$ cat src/rtl/router_pkg.sv
// Shared constants, header field helpers and FSM state encoding for the 1x3 router.
package router_pkg;

    localparam int unsigned DATA_W  = 8;
    localparam int unsigned ADDR_W  = 2;
    localparam int unsigned LEN_W   = DATA_W - ADDR_W;
    localparam int unsigned LEN_LSB = ADDR_W;
    localparam int unsigned LEN_MSB = DATA_W - 1;

    typedef enum logic [2:0] {
        DECODE_ADDRESS     = 3'd0,
        LOAD_FIRST_DATA    = 3'd1,
        LOAD_DATA          = 3'd2,
        FIFO_FULL_STATE    = 3'd3,
        LOAD_AFTER_FULL    = 3'd4,
        LOAD_PARITY        = 3'd5,
        CHECK_PARITY_ERROR = 3'd6,
        WAIT_TILL_EMPTY    = 3'd7
    } router_state_e;

    function automatic logic [LEN_W-1:0] hdr_len(input logic [DATA_W-1:0] hdr);
        return hdr[LEN_MSB:LEN_LSB];
    endfunction

    function automatic logic [ADDR_W-1:0] hdr_addr(input logic [DATA_W-1:0] hdr);
        return hdr[ADDR_W-1:0];
    endfunction

endpackage

$ cat src/rtl/router_parity_acc.sv
// Running XOR parity over header and payload bytes; clear beats load beats xor.
module router_parity_acc
    import router_pkg::*;
(
    input  logic              clk,
    input  logic              rst,
    input  logic              clear,
    input  logic              load,
    input  logic              xor_en,
    input  logic [DATA_W-1:0] din,
    output logic [DATA_W-1:0] int_par
);

    always_ff @(posedge clk) begin
        if (!rst) begin
            int_par <= '0;
        end else if (clear) begin
            int_par <= '0;
        end else if (load) begin
            int_par <= din;
        end else if (xor_en) begin
            int_par <= int_par ^ din;
        end
    end

endmodule

$ cat src/rtl/router_reg_stage.sv
// Router byte datapath: header latch, FIFO-full hold, parity capture/check.
// Optional payload length check enabled by defining ROUTER_REG_LEN_CHECK_EN.
module router_reg_stage
    import router_pkg::*;
(
    input  logic              clk,
    input  logic              rst,
    input  logic [DATA_W-1:0] din,
    input  logic              pkt_vld,
    input  logic              fifo_full,
    input  logic              detect_add,
    input  logic              lfd,
    input  logic              ld,
    input  logic              laf,
    input  logic              full,
    input  logic              rst_int_reg,
    output logic [DATA_W-1:0] dout,
    output logic              parity_done,
    output logic              low_pkt_vld,
`ifdef ROUTER_REG_LEN_CHECK_EN
    output logic              len_err,
`endif
    output logic              err
);

    logic [DATA_W-1:0] hdr_q;
    logic [DATA_W-1:0] full_q;
    logic [DATA_W-1:0] pkt_par;
    logic [DATA_W-1:0] int_par;
    logic              payload_wr_c;
    logic [DATA_W-1:0] par_din_c;

    // A byte replayed by laf before pkt_vld fell is payload; afterwards it is the parity byte.
    assign payload_wr_c = (ld && pkt_vld && !fifo_full) || (laf && !low_pkt_vld);
    assign par_din_c    = ld ? din : full_q;

    router_parity_acc u_parity_acc (
        .clk     (clk),
        .rst     (rst),
        .clear   (detect_add),
        .load    (lfd),
        .xor_en  (payload_wr_c),
        .din     (lfd ? hdr_q : par_din_c),
        .int_par (int_par)
    );

    always_ff @(posedge clk) begin
        if (!rst) begin
            dout        <= '0;
            hdr_q       <= '0;
            full_q      <= '0;
            pkt_par     <= '0;
            parity_done <= 1'b0;
            low_pkt_vld <= 1'b0;
            err         <= 1'b0;
        end else if (detect_add) begin
            if (pkt_vld) begin
                hdr_q <= din;
            end
            pkt_par     <= '0;
            parity_done <= 1'b0;
            err         <= 1'b0;
        end else if (lfd) begin
            dout <= hdr_q;
        end else if (ld) begin
            if (fifo_full) begin
                full_q <= din;
            end else begin
                dout <= din;
            end
            if (!pkt_vld) begin
                low_pkt_vld <= 1'b1;
                if (!fifo_full) begin
                    pkt_par     <= din;
                    parity_done <= 1'b1;
                end
            end
        end else if (laf) begin
            dout <= full_q;
            if (low_pkt_vld && !parity_done) begin
                pkt_par     <= full_q;
                parity_done <= 1'b1;
            end
        end else if (rst_int_reg) begin
            low_pkt_vld <= 1'b0;
            if (parity_done) begin
                err <= (int_par != pkt_par);
            end
        end
    end

`ifdef ROUTER_REG_LEN_CHECK_EN
    logic [LEN_W-1:0] pay_cnt;

    // Payload byte counter compared against the header length field at check time.
    always_ff @(posedge clk) begin
        if (!rst) begin
            pay_cnt <= '0;
            len_err <= 1'b0;
        end else begin
            if (lfd) begin
                pay_cnt <= '0;
            end else if (payload_wr_c) begin
                pay_cnt <= pay_cnt + LEN_W'(1);
            end
            if (detect_add) begin
                len_err <= 1'b0;
            end else if (rst_int_reg) begin
                len_err <= (pay_cnt != hdr_len(hdr_q));
            end
        end
    end
`endif

    // Control flags come from a one-hot FSM state decode.
    a_flags_onehot: assert property (@(posedge clk) disable iff (!rst)
        $onehot0({detect_add, lfd, ld, laf, full, rst_int_reg}));

endmodule

$ cat config.mk
export PLATFORM = sky130hd
export DESIGN_NAME = router_reg_stage
export DESIGN_NICKNAME = d
export VERILOG_FILES = /design/src/rtl/router_pkg.sv /design/src/rtl/router_parity_acc.sv /design/src/rtl/router_reg_stage.sv
export SDC_FILE = /design/constraint.sdc
export NUM_CORES = 1
export LEC_CHECK = 0
export CAP_MARGIN = 30
export CORE_ASPECT_RATIO = 0.8
export CORE_MARGIN = 4
export CORE_UTILIZATION = 56
export CTS_BUF_LIST = sky130_fd_sc_hd__clkbuf_4
export DETAILED_ROUTE_END_ITERATION = 7
export PLACE_DENSITY = 0.87
export SLEW_MARGIN = 15
export SYNTH_ARGS = -nofsm -noshare
export SYNTH_HDL_FRONTEND = slang
export SYNTH_HIERARCHICAL = 1
export SYNTH_SLANG_ARGS = --single-unit
$ cat constraint.sdc
create_clock -name clk -period 1.4 [get_ports clk]
set_input_delay 0.14 -clock clk [delete_from_list [all_inputs] [get_ports clk]]
set_output_delay 0.14 -clock clk [all_outputs]
set_load 0.01 [all_outputs]
; ---- Word level (Yosys, flattened, before mapping)
; Index checks and enable logic that the tools add are counted.
[totals]
reg_bits = 43
mem_bits_rw = 0
input_bits = 18
word_cells = 60
memories = 0
out_inout_bits = 11
mem_bits_ro = 0
latch_bits = 0
[classes]
n_reduce_logical = 20
n_mul = 0
n_div = 0
bitwise_logic = 6
n_mux = 21
n_addsub = 0
shift = 0
magnitude_cmp = 0
eq_ne = 5
[ops]
columns = cell, count
row1 = $mux 8, 12
row2 = $reduce_and 5->1, 3
row3 = $mux 1, 9
row4 = $ne 8x8->1, 1
row5 = $reduce_bool 2->1, 4
row6 = $xor 8x8->8, 1
row7 = $ne 2x2->1 const B, 3
row8 = $not 1->1, 5
row9 = $logic_and 1x1->1, 4
row10 = $reduce_and 4->1, 1
row11 = $logic_not 1->1, 3
row12 = $ne 3x3->1 const B, 1
row13 = $reduce_and 3->1, 1
row14 = $reduce_bool 3->1, 1
row15 = $reduce_and 2->1, 1
row16 = $reduce_or 2->1, 1
row17 = $logic_or 1x1->1, 1

; ---- Depth between registers and ports, before layout
; Gate-level depths: netlist of the first run.
[depth]
word_depth = 5
mapped_depth = 7
depth_no_buf = 5

; ---- Cells and area by module
; Netlist of the first run, hierarchy kept.
[by_module_without_submodules]
columns = mod, instances, seq_area_each_um2, area_per_inst_um2, cells_per_inst
row1 = router_reg_stage, 1, 700.7, 1627.8, 176
row2 = router_parity_acc, 1, 160.2, 416.6, 52

; ---- Worst setup path before layout of the first run
; No wires, ideal clock.
[synth_timing]
path_kind = register -> register
start = register low_pkt_vld
end = register u_parity_acc.int_par[5]
required_ns = 1.333
n_path_buf = 1
synth_period_minus_slack_ns = 1.263
t_arrival_ns = 1.196
setup_ns = 0.067
setup_slack_ns = 0.137
path_stages_with_launch = 6
cell_sequence = dfxtp_1 > o21ai_0 > buf_6 > and2b_1 > o21ai_1 > a21oi_2
[synth_between]
elab_chain_len = 4
[synth_lines]
columns = element, line_no
row1 = from (decl), router_reg_stage.sv:19  ; output logic low_pkt_vld,
row2 = from (signal assigned), router_reg_stage.sv:54  ; low_pkt_vld <= 1'b0;
row3 = from (signal assigned), router_reg_stage.sv:72  ; low_pkt_vld <= 1'b1;
row4 = from (signal assigned), router_reg_stage.sv:85  ; low_pkt_vld <= 1'b0;
row5 = $logic_not 1->1, router_reg_stage.sv:34  ; assign payload_wr_c = (ld && pkt_vld && !fifo_full) || (laf && !low_pkt_vld);
row6 = $logic_and 1x1->1, router_reg_stage.sv:34
row7 = $logic_or 1x1->1, router_reg_stage.sv:34
row8 = via payload_wr_c, router_reg_stage.sv:30  ; logic payload_wr_c;
row9 = $reduce_bool 2->1 (no line), --
row10 = to (signal assigned), router_parity_acc.sv:20  ; int_par <= din;
row11 = to (signal assigned), router_parity_acc.sv:22  ; int_par <= int_par ^ din;
row12 = to (decl), router_parity_acc.sv:11  ; output logic [DATA_W-1:0] int_par
; The timed path passes the listed nets, and every way through them passes these cells.
; A chain may end at the register's enable or synchronous reset.

; ---- Worst setup path after layout of the first run
[layout_timing]
start = input pkt_vld
end = register u_parity_acc.int_par[5]
[layout_between]
elab_chain_len = 4
[layout_lines]
columns = element, line_no
row1 = from (decl), router_reg_stage.sv:9  ; input logic pkt_vld,
row2 = $logic_and 1x1->1 (2 in a row), router_reg_stage.sv:34
row3 = $logic_or 1x1->1, router_reg_stage.sv:34
row4 = via payload_wr_c, router_reg_stage.sv:30
row5 = $reduce_bool 2->1 (no line), --
; The timed path passes the listed nets, and every way through them passes these cells.

==> flow_metrics.env, run 1 <==
export IMPL_status="finished clean"
export IMPL_peakVddDrop_uv=578.5
export IMPL_p_total_mw=2.306
export IMPL_instances_no_fill=324
export IMPL_syn_area_um2=2044
export IMPL_power_density_cell_area_nw_per_um2=858.5
export IMPL_wl_per_cell_um=16.16
export IMPL_nNetsFinal=299
export IMPL_io_buffer_count=27
export IMPL_hold_depth=5
export IMPL_seq_power_share_pct=55.5
export IMPL_start_kind="primary input"
export IMPL_tns_ns=0
export IMPL_placed_area_um2=2572
export IMPL_clkPwrFrac_pct=25.5
export IMPL_grt_antenna_before_repair=0
export IMPL_fillers=243
export IMPL_die_area_um2=4687
export IMPL_crit_type="in2reg"
export IMPL_final_period_utilization_pct=98.27
export IMPL_place_inst=313
export IMPL_synthToLayoutAreaGrowth_pct=31.40
export IMPL_fin_area_um2=2686
export IMPL_root_buffer="clkbuf_4"
export IMPL_worstMarginPinSlew_ns=0.3151
export IMPL_via_per_inst=5.759
export IMPL_fp_dieW_um=75.56
export IMPL_clk_latency_ns=0.36
export IMPL_vias=1866
export IMPL_drt_first_pass_iters=4
export IMPL_yosys_most_used_dff="dfxtp_1"
export IMPL_cts_htree_levels=2
export IMPL_rows=19
export IMPL_grt_ovfl_total=0
export IMPL_drt_iter0_markers=134
export IMPL_die_h_um=62.04
export IMPL_core_area_um2=3471
export IMPL_crit_path_end_kind="flip-flop"
export IMPL_crit_fanout=11
export IMPL_io_pins=29
export IMPL_cts_buffers=5
export IMPL_cts_tree="yes"
export IMPL_max_freq_mhz=726.8
export IMPL_ys_warn_count=6
export IMPL_min_path_type="in2reg"
export IMPL_gp_congestion=0.8603
export IMPL_postCtsHoldBufs=0
export IMPL_postSynthAreaPerCell_um2=8.967
export IMPL_r2r_cells=5
export IMPL_swShare_pct=27.70
export IMPL_final_layout_size_suffix_gt1_share_pct=20.57
export IMPL_start_util_pct=58.90
export IMPL_synth_distinct_cells=34
export IMPL_grt_use_total_pct=23.65
export IMPL_clockBufferDepth=2
export IMPL_setup_viol=0
export IMPL_antenna_cells=0
export IMPL_clkTransAtPathRegs_ns=0.12
export IMPL_drc=0
export IMPL_slew_viol_final=0
export IMPL_grt_pass1_wl_um=8280
export IMPL_worstPathArrival_ns=1.64
export IMPL_seq_area_frac_synth_pct=42.11
export IMPL_dp_hpwl_um=3745
export IMPL_max_slew_margin_rel_pct=78.94
export IMPL_power_leakage_nw=1.117
export IMPL_clock_sinks=43
export IMPL_hold_viol=0
export IMPL_p_int_mw=1.667
export IMPL_syn_num_nets=246
export IMPL_fin_skew_ns=0.009360
export IMPL_crit_required_ns=1.66
export IMPL_maxCapViolCount=0
export IMPL_period_minus_slack_ns=1.376
export IMPL_synth_edf_count=0
export IMPL_async_flop_share_pct=0
export IMPL_power_switching_mw=0.6389
export IMPL_comb_power_share_pct=19.0
export IMPL_ant_nets=0
export IMPL_netlist_instances=228
export IMPL_synth_seq_cells=43
export IMPL_grt_pass1_vias=1706
export IMPL_wl_um=5237
export IMPL_grt_start_max_net_pins=25
## layout by cell type (no fill, tap or decap), drive strengths merged, types with 4 or more instances in the layout
cell type / n
mux2: 16
nor2: 20
dlymetal6s2s: 8
clkbuf: 5
nand3b: 9
o21ai: 18
nand2: 19
xnor2: 8
clkdlybuf4s50: 14
nor2b: 6
nand3: 16
dlygate4sd2: 5
mux2i: 16
a21oi: 27
dfxtp: 43
buf: 30
clkinv: 4
## registers in the layout (all words and copies together), names as in the netlist
register              count
dout                      8
pkt_par                   8
low_pkt_vld               1
err                       1
u_parity_acc/int_par      8
parity_done               1
hdr_q                     8
full_q                    8
## power by group through the flow
stage                     clock [mW]  combinational, mW  sequential (mW)
after floorplan                    0              0.213             1.31
after detailed placement           0              0.415             1.31
after global routing           0.659              0.470             1.28
final                          0.589              0.439             1.28
after global placement             0              0.403             1.30
after CTS                      0.608              0.414             1.28
## critical path, cell delays in order
cell and delay [ns]:
clkdlybuf4s50_1 0.46, buf_6 0.17, nand3b_1 0.11, o21ai_2 0.09
clkdlybuf4s18_2 0.28, and2b_1 0.18, o21ai_1 0.14, a21oi_2 0.07
## synthesized netlist by cell type, drive strengths merged, types with 4 or more instances
cell type / instances / area (um^2)
dfxtp: 43 / 860.8
a21oi: 27 / 146.4
nor2: 20 / 75.07
nand2: 19 / 78.82
o21ai: 18 / 90.09
mux2: 16 / 180.2
mux2i: 16 / 160.2
nand3: 16 / 80.08
nand3b: 9 / 67.56
buf: 8 / 52.55
xnor2: 8 / 70.07
nor2b: 6 / 37.54
clkbuf: 4 / 15.01
## cell type report
type / instances / area, um^2 / area share, %
inverter: 3 / 11.26 / 0.4192
sequential: 43 / 864.6 / 32.18
timing repair buffer: 58 / 585.6 / 21.80
multi-input combinational: 170 / 1120 / 41.69
clock buffer: 5 / 37.54 / 1.397
tap: 42 / 52.55 / 1.956
clock inverter: 3 / 15.01 / 0.5589
## logic make-up after synthesis
kind of cell,count (synthesis),share of synthesized area (%)
buffers and inverters,15,3.855
AOI/OAI and AO/OA,48,12.67
muxes,32,16.65
and+or+nand+nor,82,21.30
xor gates and xnor gates,8,3.427
DFF,43,42.11
## per-stage QoR
| stage | util (%) | hold WS (ns) | worst slack [ns] |
|---|---|---|---|
| floorplan | - | 0.2868 | 0.1369 |
| global placement | 74.12 | 0.4433 | -0.4975 |
| detailed placement | 74.12 | 0.4508 | -0.5595 |
| CTS | 75.67 | 0.4369 | 0.002131 |
| global route | 77.40 | 0.4091 | -0.01843 |
| finish | 77.40 | 0.3838 | 0.02417 |
## path summary, 6_finish.rpt
path                  start                 endpoint  slack (ns)
hold / removal    fifo_full                  dout[7]        0.38
setup reg to reg  full_q[5]  u_parity_acc/int_par[5]        0.10
setup / recovery    pkt_vld  u_parity_acc/int_par[5]        0.02
hold reg to reg    hdr_q[2]                 hdr_q[2]        0.47
## layer usage
| layer | vias up | GRT usage, % | part of all wire (%) |
|---|---|---|---|
| met3 | 5 | 4.984 | 7.8 |
| li1 | 902 | - | - |
| met1 | 876 | 32.77 | 46 |
| met2 | 83 | 37.64 | 45 |
| met5 | - | 0 | 0 |
| met4 | 0 | 6.484 | 0.90 |
## timing repair
action | 4_1_cts | 5_1_grt
buffers inserted | 0 | 2
cloned | 0 | 1
hold endpoints to repair | 0 | 0
setup endpoints to repair | 26 | 19
resized for setup | 8 | 13
Power figures use the tool's default switching activity.
==> run 2: changes to the inputs <==
==> constraint.sdc (replaced) <==
create_clock -name clk -period 1.5 [get_ports clk]
set_input_delay 0.15 -clock clk [delete_from_list [all_inputs] [get_ports clk]]
set_output_delay 0.15 -clock clk [all_outputs]
set_load 0.01 [all_outputs]
==> run 2 against run 1 <==
  * Hold slack barely moved
  * Total power fell by 6.1%
  * Die area did not move
  * Critical path type is now reg2out
  * Largest cell class unchanged
  * Highest routed layer unchanged
==> flow_metrics.env, run 2 (synthesis results as in run 1) <==
export IMPL_status="finished clean"
export IMPL_setup_viol=0
export IMPL_period_minus_slack_ns=1.451
export IMPL_power_leakage_nw=0.9468
export IMPL_postCtsHoldBufs=0
export IMPL_peakVddDrop_uv=759.0
export IMPL_cts_tree="yes"
export IMPL_cts_buffers=5
export IMPL_fp_dieW_um=75.56
export IMPL_grt_use_total_pct=22.97
export IMPL_clockBufferDepth=2
export IMPL_synthToLayoutAreaGrowth_pct=27.78
export IMPL_start_util_pct=58.90
export IMPL_drt_iter0_markers=108
export IMPL_min_to="dout[1]"
export IMPL_crit_slowest_cell="clkdlybuf4s50_1"
export IMPL_grt_pass1_vias=1751
export IMPL_cp_num_buf_inv=1
export IMPL_drc=0
export IMPL_final_common_cell="dfxtp_1"
export IMPL_crit_path_end_kind="primary output"
export IMPL_rsz0062_at_grt="no"
export IMPL_hold_path_startpoint="fifo_full"
export IMPL_r2r_end="pkt_par[4]"
export IMPL_clkTransAtPathRegs_ns=0.12
export IMPL_rows=19
export IMPL_io_buffer_count=27
export IMPL_layout_common_cells="dfxtp_1, clkdlybuf4s50_1, buf_4"
export IMPL_power_density_cell_area_nw_per_um2=828.8
export IMPL_wl_per_cell_um=14.87
export IMPL_antenna_cells=0
export IMPL_instances_no_fill=321
export IMPL_drt_first_pass_iters=4
export IMPL_clk_latency_ns=0.37
export IMPL_maxCapViolCount=0
export IMPL_ant_nets=0
export IMPL_crit_type="reg2out"
export IMPL_final_period_utilization_pct=96.73
export IMPL_io_pins=29
export IMPL_core_area_um2=3471
export IMPL_slew_viol_final=0
export IMPL_r2r_cells=5
export IMPL_max_freq_mhz=689.2
export IMPL_gp_congestion=0.8551
export IMPL_grt_pass1_wl_um=7976
export IMPL_worstPathArrival_ns=1.30
export IMPL_grt_antenna_before_repair=0
export IMPL_clock_sinks=43
export IMPL_nNetsFinal=296
export IMPL_grt_start_max_net_pins=21
export IMPL_place_inst=313
export IMPL_final_layout_size_suffix_gt1_share_pct=19.71
export IMPL_die_area_um2=4687
export IMPL_root_buffer="clkbuf_4"
export IMPL_rr_startpoint="parity_done"
export IMPL_crit_family="buffers and inverters"
export IMPL_worstMarginPinSlew_ns=0.3382
export IMPL_wl_um=4772
export IMPL_grt_ovfl_total=0
export IMPL_crit_required_ns=1.35
export IMPL_crit_fanout=5
export IMPL_fin_skew_ns=0.008070
export IMPL_start_kind="flip-flop"
export IMPL_hold_viol=0
export IMPL_tns_ns=0
export IMPL_dp_hpwl_um=3679
export IMPL_r2r_setup_slack_ns=0.19
export IMPL_die_h_um=62.04
export IMPL_max_slew_margin_rel_pct=77.40
export IMPL_p_total_mw=2.165
export IMPL_min_path_type="in2reg"
export IMPL_via_per_inst=5.639
export IMPL_slowest_delay_ns=0.54
export IMPL_crit_chain="clkdlybuf4s50_1"
export IMPL_cts_htree_levels=2
export IMPL_hold_depth=5
export IMPL_vias=1810
-- run 2: changes by cell type in the layout (fill, tap and decap cells not counted), sizes merged --
cell           change
dlygate4sd2        -4
dlymetal6s2s       -7
buf                -2
clkdlybuf4s50     +11
clkdlybuf4s18      -1
clkbuf             +2
clkinv             -2
-- run 2: metal layers --
metal / routed length (um) / vias to the layer above / share of wire [%] / track usage, %
met4: 68 / 0 / 1.4 / 10.47
met3: 343 / 6 / 7.2 / 5.466
li1: - / 894 / - / -
met2: 2186 / 63 / 46 / 37.15
met5: 0 / - / 0 / 0
met1: 2174 / 847 / 46 / 29.30
-- run 2: power breakdown --
part           switching (mW)  internal, mW
Clock                   0.374         0.219
Combinational           0.184         0.195
Sequential             0.0194          1.17
-- run 2: how the worst max path moves through the flow --
stage	startpoint	end	slack, ns	cells past startpoint
3_3_place_gp	ld	u_parity_acc/int_par[4]	-0.41	7
4_1_cts	parity_done	parity_done	0.02	1
2_1_floorplan	low_pkt_vld	u_parity_acc/int_par[5]	0.24	5
5_1_grt	low_pkt_vld	low_pkt_vld	0.008	1
6_report	low_pkt_vld	low_pkt_vld	0.05	1
3_5_place_dp	ld	pkt_par[4]	-0.43	6
-- run 2: final cells by class --
| class | instances | area [um^2] |
|---|---|---|
| Fill cell | 235 | 858.3 |
| Inverter | 3 | 11.26 |
| Timing Repair Buffer | 55 | 519.2 |
| Clock buffer | 7 | 52.55 |
| Tap cell | 42 | 52.55 |
| Sequential cell | 43 | 863.3 |
| Clock inverter | 1 | 5.005 |
| Multi-Input combinational cell | 170 | 1109 |
-- run 2: metrics by stage --
| step | setup slack, ns | instance area, um^2 | util [%] | hold WS [ns] |
|---|---|---|---|---|
| floorplan | 0.2369 | 2044 | - | 0.2968 |
| CTS | 0.01736 | 2609 | 75.16 | 0.3999 |
| global placement | -0.4071 | 2547 | 73.40 | 0.4426 |
| global route | 0.008387 | 2613 | 75.27 | 0.4260 |
| finish | 0.04898 | 2613 | 75.27 | 0.3835 |
| detailed placement | -0.4254 | 2547 | 73.40 | 0.4472 |
-- run 2: timing repair --
action,4_1_cts,5_1_grt
setup endpoints to repair,5,3
endpoints found under the hold margin,0,0
setup buffers,0,0
resized for setup,3,2
-- run 2: worst reg2reg max path: cells and delay by family, from the launching register on --
kind / cells / cell delay [ns]
compound gates: 1 / 0.19
buf+inv: 1 / 0.19
flops: 1 / 0.36
mux: 1 / 0.21
simple gates: 2 / 0.26
==> run 3: changes to the inputs <==
--- a/config.mk
+++ b/config.mk
@@ -10,6 +10,7 @@
 export CORE_MARGIN = 4
 export CORE_UTILIZATION = 56
 export CTS_BUF_LIST = sky130_fd_sc_hd__clkbuf_4
+export CTS_CLUSTER_DIAMETER = 120
 export DETAILED_ROUTE_END_ITERATION = 7
 export PLACE_DENSITY = 0.87
 export SLEW_MARGIN = 15
==> results of run 3 <==
Same layout as run 2: the final DEF is identical, and so are final timing and power.
